==> src/rtl/mult_share_arbiter.sv <==
// Round-robin arbiter/sequencer sharing one start/done iterative multiplier among NREQ requesters.
// Define MULT_TIMEOUT_EN to add a WAIT-state watchdog that returns result=0 with err=1.
module mult_share_arbiter #(
    parameter int W        = 4,
    parameter int NREQ     = 2,
    parameter int TIMEOUT  = 64,
    localparam int IDW     = ($clog2(NREQ) > 1) ? $clog2(NREQ) : 1
) (
    input  logic                 clk,
    input  logic                 rst_n,
    input  logic [NREQ-1:0]      req,
    input  logic [NREQ*W-1:0]    op_a,
    input  logic [NREQ*W-1:0]    op_b,
    output logic [NREQ-1:0]      ack,
    output logic [2*W-1:0]       result,
    output logic                 err,
    output logic                 busy,
    output logic [IDW-1:0]       grant_id,
    output logic                 mult_start,
    output logic [W-1:0]         mult_a,
    output logic [W-1:0]         mult_b,
    input  logic                 mult_done,
    input  logic [2*W-1:0]       mult_res
);

    typedef enum logic [1:0] {
        IDLE,
        ISSUE,
        WAIT,
        RESP
    } state_t;

    state_t          state;
    state_t          state_nxt;
    logic [IDW-1:0]  ptr;
    logic [NREQ-1:0] mask;
    logic [NREQ-1:0] eligible;
    logic            pick_valid;
    logic [IDW-1:0]  pick_id;
    logic            timeout_hit;

    // The requester just served is masked for one IDLE cycle so a late-dropping req is not re-granted.
    assign eligible = req & ~mask;

    always_comb begin
        int idx;
        idx        = 0;
        pick_valid = 1'b0;
        pick_id    = '0;
        for (int i = 1; i <= NREQ; i++) begin
            idx = int'(ptr) + i;
            if (idx >= NREQ) begin
                idx = idx - NREQ;
            end
            if (!pick_valid && eligible[idx]) begin
                pick_valid = 1'b1;
                pick_id    = IDW'(idx);
            end
        end
    end

    always_ff @(posedge clk or negedge rst_n) begin
        if (!rst_n) begin
            state <= IDLE;
        end else begin
            state <= state_nxt;
        end
    end

    always_comb begin
        state_nxt = state;
        case (state)
            IDLE:    if (pick_valid) state_nxt = ISSUE;
            ISSUE:   state_nxt = WAIT;
            WAIT:    if (mult_done || timeout_hit) state_nxt = RESP;
            RESP:    state_nxt = IDLE;
            default: state_nxt = IDLE;
        endcase
    end

    always_comb begin
        ack = '0;
        if (state == RESP) begin
            ack[grant_id] = 1'b1;
        end
    end

    assign busy       = (state != IDLE);
    assign mult_start = (state == ISSUE);

    always_ff @(posedge clk or negedge rst_n) begin
        if (!rst_n) begin
            ptr      <= IDW'(NREQ - 1);
            mask     <= '0;
            grant_id <= '0;
            mult_a   <= '0;
            mult_b   <= '0;
            result   <= '0;
        end else begin
            case (state)
                IDLE: begin
                    mask <= '0;
                    if (pick_valid) begin
                        grant_id <= pick_id;
                        mult_a   <= op_a[int'(pick_id)*W +: W];
                        mult_b   <= op_b[int'(pick_id)*W +: W];
                    end
                end
                WAIT: begin
                    if (mult_done) begin
                        result <= mult_res;
                    end else if (timeout_hit) begin
                        result <= '0;
                    end
                end
                RESP: begin
                    ptr  <= grant_id;
                    mask <= NREQ'(1) << grant_id;
                end
                default: begin
                end
            endcase
        end
    end

`ifdef MULT_TIMEOUT_EN
    localparam int CW = $clog2(TIMEOUT + 1);

    logic [CW-1:0] wait_cnt;

    assign timeout_hit = (state == WAIT) && !mult_done && (wait_cnt == CW'(TIMEOUT - 1));

    always_ff @(posedge clk or negedge rst_n) begin
        if (!rst_n) begin
            wait_cnt <= '0;
        end else if (state == WAIT) begin
            wait_cnt <= wait_cnt + CW'(1);
        end else begin
            wait_cnt <= '0;
        end
    end

    // err is refreshed only when a transaction completes, so it stays valid alongside ack.
    always_ff @(posedge clk or negedge rst_n) begin
        if (!rst_n) begin
            err <= 1'b0;
        end else if ((state == WAIT) && (mult_done || timeout_hit)) begin
            err <= timeout_hit;
        end
    end
`else
    // Watchdog length has no effect when the watchdog is compiled out.
    localparam int timeout_unused = TIMEOUT;

    assign timeout_hit = 1'b0;
    assign err         = 1'b0;
`endif

endmodule

==> config.mk <==
export PLATFORM = sky130hd
export DESIGN_NAME = mult_share_arbiter
export DESIGN_NICKNAME = d
export VERILOG_FILES = /design/src/rtl/mult_share_arbiter.sv
export SDC_FILE = /design/constraint.sdc
export NUM_CORES = 1
export LEC_CHECK = 0
export CAP_MARGIN = 5
export CORE_MARGIN = 3
export CORE_UTILIZATION = 35
export DETAILED_ROUTE_END_ITERATION = 12
export GPL_ROUTABILITY_DRIVEN = 0
export PLACE_DENSITY = 0.77
export SYNTH_ARGS = -nofsm -noshare
export SYNTH_HDL_FRONTEND = slang
export SYNTH_SLANG_ARGS = --single-unit
export TNS_END_PERCENT = 5
==> constraint.sdc <==
create_clock -name clk -period 1.4 [get_ports clk]
set_input_delay 0.14 -clock clk [delete_from_list [all_inputs] [get_ports clk]]
set_output_delay 0.14 -clock clk [all_outputs]
set_load 0.02 [all_outputs]
==> out/metrics.cfg <==
[status]
outcome=finished with violations
violations=setup timing

[timing]
rsz0062_at_grt=yes
hold_violations=0
finalClockSkew_ns=0.0106
min_period_over_period_pct=103
fin_crit_ns=1.45
timing.final.ws_setup_ns=-0.0465
setup_viol=8
finalSetupTns_ns=-0.111
maxSlewViolCount=0
max_freq_mhz=691

[finish]
multi_input_area_sq_um=567
final_layout_size_suffix_gt1_share_pct=33.5
register_area_sq_um=552
final_util_pct=59.8
fillers=280
antennaDiodeCount=0
area_delta_synth_final_pct=58.3
finalNetCount=204
layout.cells.non_filler=214

[global_routing]
grt-busiest-layer=met2
grtUsageMet2_pct=27.0
globalRouteMet1Util_pct=18.9
track_usage_pct=15.4
grt_first_pass_wirelength_um=4980
grtUsageMet3_pct=3.16
grt_max_degree=23
grt_pass1_vias=1066
grt_overflow=0
antenna_found_initial=0

[worst_setup_path]
crit_arrival_ns=1.64
path_max_fanout=4
cp-end-kind=flop
crit_type=flop to flop
cp.required_ns=1.59
critPathLaunchType=flop

[synth]
synth-edff-count=0
yosys-top-cells-area=dfrtp_1 (44%), mux2_2 (8.6%), and3b_2 (6.8%)
synth_commonest_cells=dfrtp_1 (21), inv_1 (14), o21ai_0 (10)
synthMostInstantiatedCell=dfrtp_1
yosysWarnings=0
synth_top_cell_area_share_pct=44.4
ys_seq_elements=22
synth_cell_types=26
synth_flop_cell=dfrtp_1
yosysTopAreaCell=dfrtp_1
synth.net_count=137
netlist_area_sq_um=1180
async_flop_share_pct=100
syn-instance-count=104
synth_seq_area_share_pct=46.7
syn_area_per_cell_sq_um=11.4

[floorplan]
num_rows=20
boundaryPins=51
die_area_sq_um=4110
die_w_um=64.1
initial_core_util_pct=37.8
core_sq_um=3130
fp.dieH_um=64.1

[power_and_ir_drop]
seq_power_share_pct=30.8
p_leak_nw=0.871
p_comb_share_pct=61.2
vdd_ir_drop_max_uv=690
p_sw_share_pct=39.7
clockPowerShare_pct=8.0
internal-power_mw=2.22
p_per_area_nw_per_um2=1970
p_sw_mw=1.46

[clocking]
clk_pin_slew_ns=0.12
cts_max_path_buffers=2
clock_latency_ns=0.30
cts_buffers=3
cts_max_level=1
clockRootBuffer=clkbuf_4
cts_tree=built
cts.sinks=22
ctsHoldBuffers=0

[place]
place_ws_ns=-0.135
dp_hpwl_um=2320
dpl.cell_count=206
io_buffers=49

[job]
drv_cap=0

[drt]
routed_wirelength_um=2940
routedWlPerCell_um=13.7
vias=1018
drt-initial-drc-count=65
first_pass_iters=4
vias_per_cell=4.76
drc=0
ant_nets=0

[min_path]
hp-class=primary input to asynchronous set/reset pin

==> routing by layer <==
layer,vias to the layer above,share of wire [%]
met4,0,0
met1,478,40
li1,507,-
met3,0,6.2
met2,33,54
met5,-,0
==> power groups by stage <==
stage	Combinational (mW)	Sequential [mW]	Clock, mW
CTS	2.07	1.13	0.309
detailed placement	2.27	1.15	0
finish	2.25	1.13	0.293
floorplan	0.928	1.44	0
global route	2.46	1.18	0.327
global placement	2.23	1.12	0
==> critical path: stages (launching register included) <==
cell and delay (ns):
dfrtp_1 0.43, inv_2 0.08, ha_4 0.17, buf_6 0.12, a32oi_4 0.23, mux2_4 0.32
==> state kept, by name, summed over array words and instances (netlist names) <==
name / count
mult_a: 4
mask: 2
grant_id: 1
state: 2
mult_b: 4
ptr: 1
result: 8
==> layout by cell type (no fill, tap or decap), types with 2 or more instances in the layout <==
| master | n |
|---|---|
| mux2_2 | 9 |
| clkdlybuf4s50_1 | 28 |
| clkbuf_4 | 3 |
| dlygate4sd2_1 | 17 |
| a22oi_1 | 8 |
| inv_2 | 3 |
| inv_1 | 11 |
| buf_6 | 2 |
| a221oi_1 | 7 |
| and3b_2 | 8 |
| ha_2 | 2 |
| dfrtp_1 | 21 |
| nand2_2 | 2 |
| buf_4 | 19 |
| o21ai_0 | 10 |
==> cell families after synthesis <==
group / Yosys count / share of synthesized area [%]
compound gates: 30 / 19.3
fa+ha+maj: 4 / 4.23
buf+inv: 20 / 8.68
flops: 22 / 46.7
mux: 10 / 9.84
other cells: 1 / 0.317
simple gates: 17 / 11.0
==> what timing repair did <==
action	CTS	global route
endpoints found under the setup margin	23	21
pin swaps	0	2
setup buffers	0	4
resized for setup	34	15
==> worst paths after layout <==
| check | startpoint | to | slack (ns) | cells after the start |
|---|---|---|---|---|
| max | state[1] | state[1] | -0.05 | 5 |
| min | rst_n | result[7] | 0.17 | 2 |
| max reg2reg | state[1] | state[1] | -0.05 | 5 |
| min reg2reg | ptr | ptr | 0.49 | 2 |
| max in group asynchronous | rst_n | ptr | 0.94 | 2 |
| min in group clk | op_a[2] | mult_a[2] | 0.41 | 3 |
==> per-stage QoR <==
stage	instance area [sq um]	hold slack [ns]	power, mW
after floorplan	1180	-0.156	2.37
after global placement	1800	0.476	3.35
after detailed placement	1800	0.473	3.42
after CTS	1800	0.165	3.51
after global routing	1870	0.183	3.97
final	1870	0.173	3.68
==> cell type report <==
class	instances	area share, %
well taps	44	2.94
clock buffers	4	1.40
flip-flops and latches	22	29.5
inverters	14	2.81
repair buffers	68	33.1
multi-input cells	62	30.3
No activity file was read; power rests on OpenSTA's default activity.
